`config.mk`:
```
export PLATFORM = sky130hd
export DESIGN_NAME = wb_port_arbiter_flat
export DESIGN_NICKNAME = d
export VERILOG_FILES = /design/src/rtl/wb_port_arbiter_if.sv /design/src/rtl/wb_port_arbiter.sv /design/src/flat_wrapper.sv
export SDC_FILE = /design/constraint.sdc
export NUM_CORES = 1
export LEC_CHECK = 0
export CAP_MARGIN = 20
export CORE_MARGIN = 2
export CORE_UTILIZATION = 30
export CTS_CLUSTER_SIZE = 10
export DETAILED_ROUTE_END_ITERATION = 7
export GPL_TIMING_DRIVEN = 0
export PLACE_DENSITY = 0.52
export REMOVE_ABC_BUFFERS = 1
export SLEW_MARGIN = 0
export SYNTH_ARGS = -nofsm -noshare
export SYNTH_HDL_FRONTEND = slang
export SYNTH_SLANG_ARGS = --single-unit
```
`constraint.sdc`:
```
create_clock -name clk -period 3.4 [get_ports clk]
set_clock_uncertainty 0.1 [all_clocks]
set_input_delay 0.51 -clock clk [delete_from_list [all_inputs] [get_ports clk]]
set_output_delay 0.51 -clock clk [all_outputs]
set_load 0.01 [all_outputs]
```
`src/rtl/wb_port_arbiter_if.sv`:
```
// wb_port_arbiter_if: bundles the pipeline, multi-cycle and register-file write-port
// signals; slave is the arbiter side, master the driving environment.
interface wb_port_arbiter_if #(
    parameter int DATA_W = 32,
    parameter int ADDR_W = 5
);
    logic              pipe_valid;
    logic [ADDR_W-1:0] pipe_addr;
    logic [DATA_W-1:0] pipe_data;
    logic              mc_valid;
    logic              mc_ready;
    logic [ADDR_W-1:0] mc_addr;
    logic [DATA_W-1:0] mc_data;
    logic              rf_we;
    logic [ADDR_W-1:0] rf_waddr;
    logic [DATA_W-1:0] rf_wdata;
    logic              stall_req;
    logic              pending;
    modport slave (
        input  pipe_valid, pipe_addr, pipe_data, mc_valid, mc_addr, mc_data,
        output mc_ready, rf_we, rf_waddr, rf_wdata, stall_req, pending
    );
    modport master (
        output pipe_valid, pipe_addr, pipe_data, mc_valid, mc_addr, mc_data,
        input  mc_ready, rf_we, rf_waddr, rf_wdata, stall_req, pending
    );
endinterface

```
`src/rtl/wb_port_arbiter.sv`:
```
// wb_port_arbiter: shares the register-file write port between pipeline write-back and a FIFO-buffered multi-cycle unit.
// Define WBARB_STARVE_GUARD_EN to build the age counter that stalls the pipeline for a starved FIFO head.
module wb_port_arbiter #(
    parameter int DATA_W       = 32,
    parameter int ADDR_W       = 5,
    parameter int DEPTH        = 2,
    parameter int STARVE_LIMIT = 4
) (
    input logic              clk,
    input logic              rst,
    wb_port_arbiter_if.slave bus
);
    localparam int PW = $clog2(DEPTH);
    if (!(DEPTH == 2 || DEPTH == 4) || STARVE_LIMIT < 1 || STARVE_LIMIT > 15) begin : g_bad_cfg
        $error("wb_port_arbiter: DEPTH must be 2 or 4 and STARVE_LIMIT 1..15");
    end
    logic [ADDR_W-1:0] addr_mem [DEPTH];
    logic [DATA_W-1:0] data_mem [DEPTH];
    logic [PW-1:0]     head, tail;
    logic [PW:0]       count;
    logic              pipe_req, push, pop, pipe_win, head_live;
    assign pipe_req    = bus.pipe_valid & |bus.pipe_addr;
    assign bus.pending = |count;
    assign bus.mc_ready = count != (PW+1)'(DEPTH);
    assign push        = bus.mc_valid & bus.mc_ready;
    assign pop         = bus.pending & (bus.stall_req | !pipe_req);
    assign pipe_win    = !bus.stall_req & pipe_req;
    assign head_live   = |addr_mem[head];
`ifdef WBARB_STARVE_GUARD_EN
    logic [3:0] age;
    assign bus.stall_req = (age == 4'(STARVE_LIMIT)) & bus.pending;
    always_ff @(posedge clk or posedge rst) begin
        if (rst) age <= '0;
        else if (pop) age <= '0;
        else if (bus.pending && age != 4'(STARVE_LIMIT)) age <= age + 4'd1;
    end
`else
    assign bus.stall_req = 1'b0;
`endif
    always_ff @(posedge clk) begin
        if (push) begin
            addr_mem[tail] <= bus.mc_addr;
            data_mem[tail] <= bus.mc_data;
        end
    end
    // Popped entries addressed to r0 are dropped without touching the write port.
    always_ff @(posedge clk or posedge rst) begin
        if (rst) begin
            head         <= '0;
            tail         <= '0;
            count        <= '0;
            bus.rf_we    <= 1'b0;
            bus.rf_waddr <= '0;
            bus.rf_wdata <= '0;
        end else begin
            if (push) tail <= tail + PW'(1);
            if (pop) head <= head + PW'(1);
            count     <= count + (PW+1)'(push) - (PW+1)'(pop);
            bus.rf_we <= pipe_win | (pop & head_live);
            if (pipe_win) begin
                bus.rf_waddr <= bus.pipe_addr;
                bus.rf_wdata <= bus.pipe_data;
            end else if (pop & head_live) begin
                bus.rf_waddr <= addr_mem[head];
                bus.rf_wdata <= data_mem[head];
            end
        end
    end
endmodule
```
`src/flat_wrapper.sv`:
```
// flat-port wrapper written by rule: the top's interface ports become plain ports
module wb_port_arbiter_flat 
#(
    parameter int DATA_W       = 32,
    parameter int ADDR_W       = 5,
    parameter int DEPTH        = 2,
    parameter int STARVE_LIMIT = 4
)
  (clk, rst, bus_pipe_valid, bus_pipe_addr, bus_pipe_data, bus_mc_valid, bus_mc_addr, bus_mc_data, bus_mc_ready, bus_rf_we, bus_rf_waddr, bus_rf_wdata, bus_stall_req, bus_pending);
  wb_port_arbiter_if #(.DATA_W(DATA_W), .ADDR_W(ADDR_W)) bus_i ();
  input logic clk;
  input logic rst;
  input wire logic [$bits(bus_i.pipe_valid)-1:0] bus_pipe_valid;
  input wire logic [$bits(bus_i.pipe_addr)-1:0] bus_pipe_addr;
  input wire logic [$bits(bus_i.pipe_data)-1:0] bus_pipe_data;
  input wire logic [$bits(bus_i.mc_valid)-1:0] bus_mc_valid;
  input wire logic [$bits(bus_i.mc_addr)-1:0] bus_mc_addr;
  input wire logic [$bits(bus_i.mc_data)-1:0] bus_mc_data;
  output wire logic [$bits(bus_i.mc_ready)-1:0] bus_mc_ready;
  output wire logic [$bits(bus_i.rf_we)-1:0] bus_rf_we;
  output wire logic [$bits(bus_i.rf_waddr)-1:0] bus_rf_waddr;
  output wire logic [$bits(bus_i.rf_wdata)-1:0] bus_rf_wdata;
  output wire logic [$bits(bus_i.stall_req)-1:0] bus_stall_req;
  output wire logic [$bits(bus_i.pending)-1:0] bus_pending;
  assign bus_i.pipe_valid = bus_pipe_valid;
  assign bus_i.pipe_addr = bus_pipe_addr;
  assign bus_i.pipe_data = bus_pipe_data;
  assign bus_i.mc_valid = bus_mc_valid;
  assign bus_i.mc_addr = bus_mc_addr;
  assign bus_i.mc_data = bus_mc_data;
  assign bus_mc_ready = bus_i.mc_ready;
  assign bus_rf_we = bus_i.rf_we;
  assign bus_rf_waddr = bus_i.rf_waddr;
  assign bus_rf_wdata = bus_i.rf_wdata;
  assign bus_stall_req = bus_i.stall_req;
  assign bus_pending = bus_i.pending;
  wb_port_arbiter #(.DATA_W(DATA_W), .ADDR_W(ADDR_W), .DEPTH(DEPTH), .STARVE_LIMIT(STARVE_LIMIT)) u_core (.clk(clk), .rst(rst), .bus(bus_i));
endmodule
```
Word-level counts from Yosys, hierarchy flattened:

Memories as Yosys holds them, arrays and structs flattened.
Cells that the tools add are included.
W data, S select, Z words.

* logic and storage cells: 29
* input bits: 78
* memories kept: 2
* flip-flop bits (word level): 42
* RAM bits: 74

* bitwise operators: 5
* eq/ne operators: 1
* add/sub/neg operators: 4
* mux-type cells: 6
* reduce and logical (&&, ||, !) cells: 5

Memories
* u_core.data_mem: words 2, width 32, read ports 1, clocked after Yosys merged registers in 0, wr ports 1, line wb_port_arbiter.sv:18 `logic [DATA_W-1:0] data_mem [DEPTH];`
* u_core.addr_mem: words 2, width 5, read ports 1, clocked after Yosys merged registers in 0, wr ports 1, line wb_port_arbiter.sv:17 `logic [ADDR_W-1:0] addr_mem [DEPTH];`

Operators with widths (number)
* $mux W32: 2
* $mux W5: 2
* $reduce_or A5 Y1: 2
* $and A1 B1 Y1: 4
* $add A1 B1 Y1 const B: 2
* $add A2 B1 Y2: 1
* $mux W1: 2
* $ne A2 B2 Y1 const B: 1
* $reduce_bool A2 Y1: 1
* $reduce_or A2 Y1: 1
* $sub A2 B1 Y2: 1
* $logic_not A1 Y1: 1
* $or A1 B1 Y1: 1

Logic depth before layout (Yosys ltp):

* word-level depth: 7
* depth in mapped cells: 8
* gate-level depth less buffers: 8

Least setup slack after synthesis:

OpenSTA, ideal clock, no wires.

* path kind: flip-flop to flip-flop
* from: register u_core.count[1]
* to: memory u_core.addr_mem[0][0], enable pin
* slack: 0.665 ns
* library setup time: 0.431 ns
* path buffers: 0
* arrival time: 2.204 ns
* cell stages (with the launch flop): 4
* cell sequence: dfrtp_1 nand2_1 nand2_1 nor2_1

* cells in the longest elaborated chain, start to end: 4

Ends and longest elaborated chain
* start, declared: line wb_port_arbiter.sv:20 `logic [PW:0] count;`
* start signal, assigned: line wb_port_arbiter.sv:58 `count <= count + (PW+1)'(push) - (PW+1)'(pop);`
* $ne A2 B2 Y1: line wb_port_arbiter.sv:24 `assign bus.mc_ready = count != (PW+1)'(DEPTH);`
* via bus_mc_ready: line flat_wrapper.sv:19 `output wire logic [$bits(bus_i.mc_ready)-1:0] bus_mc_ready;`
* $and A1 B1 Y1: line wb_port_arbiter.sv:25 `assign push = bus.mc_valid & bus.mc_ready;`
* $mux W1: line wb_port_arbiter.sv:41 `if (push) begin`
* $mux W1 (implied by the code): line wb_port_arbiter.sv:42 `addr_mem[tail] <= bus.mc_addr;`
* end, declared: line wb_port_arbiter.sv:17

The timed path passes the listed nets, and every way through them passes these cells.

Final worst setup path:

* from: input bus_pipe_addr[3]
* to: register u_core.bus.rf_wdata[23]

* cells in the longest elaborated chain, start to end: 6

Ends and longest elaborated chain
* start, declared: line flat_wrapper.sv:14 `input wire logic [$bits(bus_i.pipe_addr)-1:0] bus_pipe_addr;`
* $reduce_or A5 Y1 *: line wb_port_arbiter.sv:22 `assign pipe_req = bus.pipe_valid & |bus.pipe_addr;`
* $and A1 B1 Y1 *: line wb_port_arbiter.sv:22
* $logic_not A1 Y1: line wb_port_arbiter.sv:26 `assign pop = bus.pending & (bus.stall_req | !pipe_req);`
* $and A1 B1 Y1: line wb_port_arbiter.sv:26
* $and A1 B1 Y1: line wb_port_arbiter.sv:63 `end else if (pop & head_live) begin`
* $reduce_bool A2 Y1 (no line)
* end signal, assigned: line wb_port_arbiter.sv:62 `bus.rf_wdata <= bus.pipe_data;`
* end signal, assigned: line wb_port_arbiter.sv:65 `bus.rf_wdata <= data_mem[head];`
* end, declared: line wb_port_arbiter_if.sv:21 `output mc_ready, rf_we, rf_waddr, rf_wdata, stall_req, pending`

Every way passes the cells marked *; elsewhere a longest branch is shown, timed or not.
A chain may end at the register's enable or synchronous reset.

==> metrics.txt <==
FMAX=0.3477 GHz; GP Congestion=0.6484; Levels on crit path=6; Slew headroom=0.4093; critical-path cell list=clkdlybuf4s50_1, or4_4, o21ai_4, o31ai_4, buf_8, mux2_4; Remaining DRCs=0; CP endpoint kind=flop; DR iter-0 viols=101; Die Width=130.9 um; Fillers=1403; met3 Track Usage GR=0.03990; P&R area growth vs syn=45.16%; Root Driver=clkbuf_16; cell count after synthesis=271; Core Region=15830 um2; Pins Over Slew Limit=0; Slowest cell on crit path=o21ai_4; TritonCTS Buffers=17; vias in the first global route=2869; Switching Power=1509 uW; Seq/Total Area, Yosys=0.6777; final hold viol count=0; Routed WL=9979 um; WP data arrival=3.07 ns; worst vdd ir=0.3146 mV; Vias=2727; port bufs=117; Initial Util=0.3051; die area=17130 um2; setup slack, reg-to-reg=0.88 ns; Yosys cell types=26; fin crit share=0.8459; class of the worst hold path=in2async; H-tree levels=4; YS warnings=0; postcts setup bufs=0; power per cell area=836.9 nW/um2; GRT busiest layer=met2; share of cells above drive strength 1=0.3502; final net count=481; area of the mapped netlist=4830 um2; die height=130.9 um; mean number of vias per cell=4.329; worst path bufs/invs=2; Max FO, Critical Path=16; Hold Slack=0.3265 ns; FF+latch area=3274 um2; Setup crit start=bus_pipe_addr[3]; Critical R2R Capture=u_core.bus.rf_wdata[23]; Worst Path Required=3.59 ns; worst skew pair latency=0.41 ns; Sw Share=0.2572; Final setup viols=0; CP top delay family=compound AO/OA/AOI/OAI gates; total of max-cap violations=0; utilization after layout=0.4429; drt first pass iters=4; DP HPWL=6819 um; clock-pin slew on the worst setup and hold paths=0.05 ns; Least-Margin Pin Slew=0.8860 ns; nature of the critical path startpoint=input port; area occupied by multi-input gates=1484 um2; hold_buf cts=0; Crit Path Category=in2reg; GR Util met1=0.1509; Seq pwr share=0.373; CTS Sinks=116; Clock power frac=0.322; RSZ-0062 raised after global routing=false; Final ANT Viol Nets=0; TritonCTS clock tree=built; GR Overflow Total=0; Total GRT Usage=0.1243; clock buffer depth=2; antenna diode count=0; max incr delay on CP=0.58 ns; largest net degree at the start of global routing=27; Worst R2R Start=u_core.head; worst reg2reg path depth=5; Mapped Avg Cell Area=17.82 um2; status=completed; post-CTS sizing=0; Logic pwr share=0.305; Pwr Total=5867 uW; leak pwr=0.002656 uW; met2 usage=0.2001; first-pass GRT wire length=15490 um; num rows=46; Yosys reg bits=116; antenna violations before repair=0; Tmin final=2.876 ns; drt wl/cell=15.84 um; Internal=4358 uW; Critical Path End=u_core.bus.rf_wdata[23]; Ports=119
[cells by family after synthesis]
family	count (synthesis)	synth area share
compound gates	8	0.01166
fa+ha+maj	2	0.005181
simple gates	16	0.01710
buf+inv	18	0.01969
flops	116	0.6777
other cells	1	0.0007765
xor+xnor	4	0.007255
mux	106	0.2606
[layout by cell type, fill, tap and decap left out]
cell type / instances
conb_1: 1
or4b_1: 1
mux2i_1: 5
bufinv_16: 4
clkinvlp_4: 1
buf_16: 4
o21a_1: 1
and3_2: 1
or4_1: 1
xor2_1: 1
mux2_2: 82
dfrtp_1: 41
clkbuf_16: 17
dfrtp_2: 1
ha_1: 2
nand2_1: 7
buf_12: 2
o31ai_4: 1
nor2_4: 1
nor2_1: 2
inv_1: 4
mux2_4: 19
nor3_1: 2
o21ai_4: 1
buf_8: 1
clkbuf_8: 3
edfxtp_1: 74
o21ai_0: 5
clkinv_2: 5
or4_4: 1
clkdlybuf4s50_1: 117
clkbuf_1: 2
xnor2_1: 3
inv_2: 1
[worst min path at each step]
| stage | startpoint | endpoint | slack, ns | cells past startpoint |
|---|---|---|---|---|
| 6_report | rst | u_core.bus.rf_wdata[21] | 0.33 | 2 |
| 5_1_grt | rst | u_core.bus.rf_wdata[21] | 0.35 | 2 |
| 4_1_cts | rst | u_core.bus.rf_wdata[21] | 0.33 | 2 |
| 3_5_place_dp | u_core.count[1] | u_core.count[1] | 0.39 | 1 |
| 3_3_place_gp | u_core.tail | u_core.tail | 0.38 | 1 |
| 2_1_floorplan | u_core.tail | u_core.tail | 0.36 | 1 |
[sequential cells by signal (all words and copies together) (netlist names)]
| name | cells |
|---|---|
| u_core.data_mem | 64 |
| u_core.count | 2 |
| u_core.tail | 1 |
| u_core.addr_mem | 10 |
| u_core.bus.rf_waddr | 5 |
| u_core.bus.rf_we | 1 |
| u_core.head | 1 |
| u_core.bus.rf_wdata | 32 |
[final cells by class]
type | instances | share of cell area
multi-input cells | 137 | 0.2117
inverters | 5 | 0.002677
repair buffers | 124 | 0.1906
well taps | 216 | 0.03855
clock inverters | 10 | 0.02177
flip-flops and latches | 116 | 0.4671
clock buffers | 22 | 0.06764
[layer usage]
| metal | vias up | share of wire |
|---|---|---|
| li1 | 1285 | - |
| met1 | 1352 | 0.45 |
| met2 | 75 | 0.48 |
| met3 | 15 | 0.049 |
| met4 | 0 | 0.021 |
| met5 | - | 0 |
[power groups by stage]
stage | clock (uW) | combinational, uW | sequential, uW
floorplan | 0 | 876 | 2300
global placement | 0 | 1700 | 2270
detailed placement | 0 | 1830 | 2210
CTS | 1930 | 1840 | 2190
global route | 2000 | 1950 | 2240
finish | 1890 | 1790 | 2190
[synth_stat cells]
library cell	n	area share
mux2_2	82	0.19
o21ai_0	5	0.0052
or4_1	1	0.0016
buf_6	2	0.0047
buf_4	2	0.0031
clkbuf_1	4	0.0031
nor3_1	2	0.0021
buf_2	4	0.0041
buf_1	1	0.00078
xor2_1	1	0.0018
and3_1	1	0.0013
ha_1	2	0.0052
or4_4	1	0.0023
or4b_1	1	0.0021
mux2_4	19	0.059
nor2_1	3	0.0023
o21ai_4	1	0.0034
inv_1	5	0.0039
xnor2_1	3	0.0054
nand2_1	7	0.0054
o21a_1	1	0.0016
o31ai_1	1	0.0016
dfrtp_1	42	0.22
mux2i_1	5	0.010
conb_1	1	0.00078
edfxtp_1	74	0.46
[stage by stage]
stage | worst slack (ns) | instances | setup TNS (ns) | area [um2]
2_1_floorplan | -2.345 | 258 | -87.83 | 4753
3_3_place_gp | -5.064 | 591 | -225.41 | 6195
3_5_place_dp | 0.05442 | 598 | 0 | 6384
4_1_cts | 0.4949 | 630 | 0 | 7010
5_1_grt | 0.3763 | 630 | 0 | 7010
6_report | 0.5239 | 630 | 0 | 7010
[worst register-to-register path, stage by stage (launching register included)]
cell,delay [ns]
dfrtp_2,0.69
or4b_1,0.49
nor3_1,0.30
o31ai_4,0.24
buf_8,0.28
mux2_4,0.32
(Power assumes the default switching activity.)
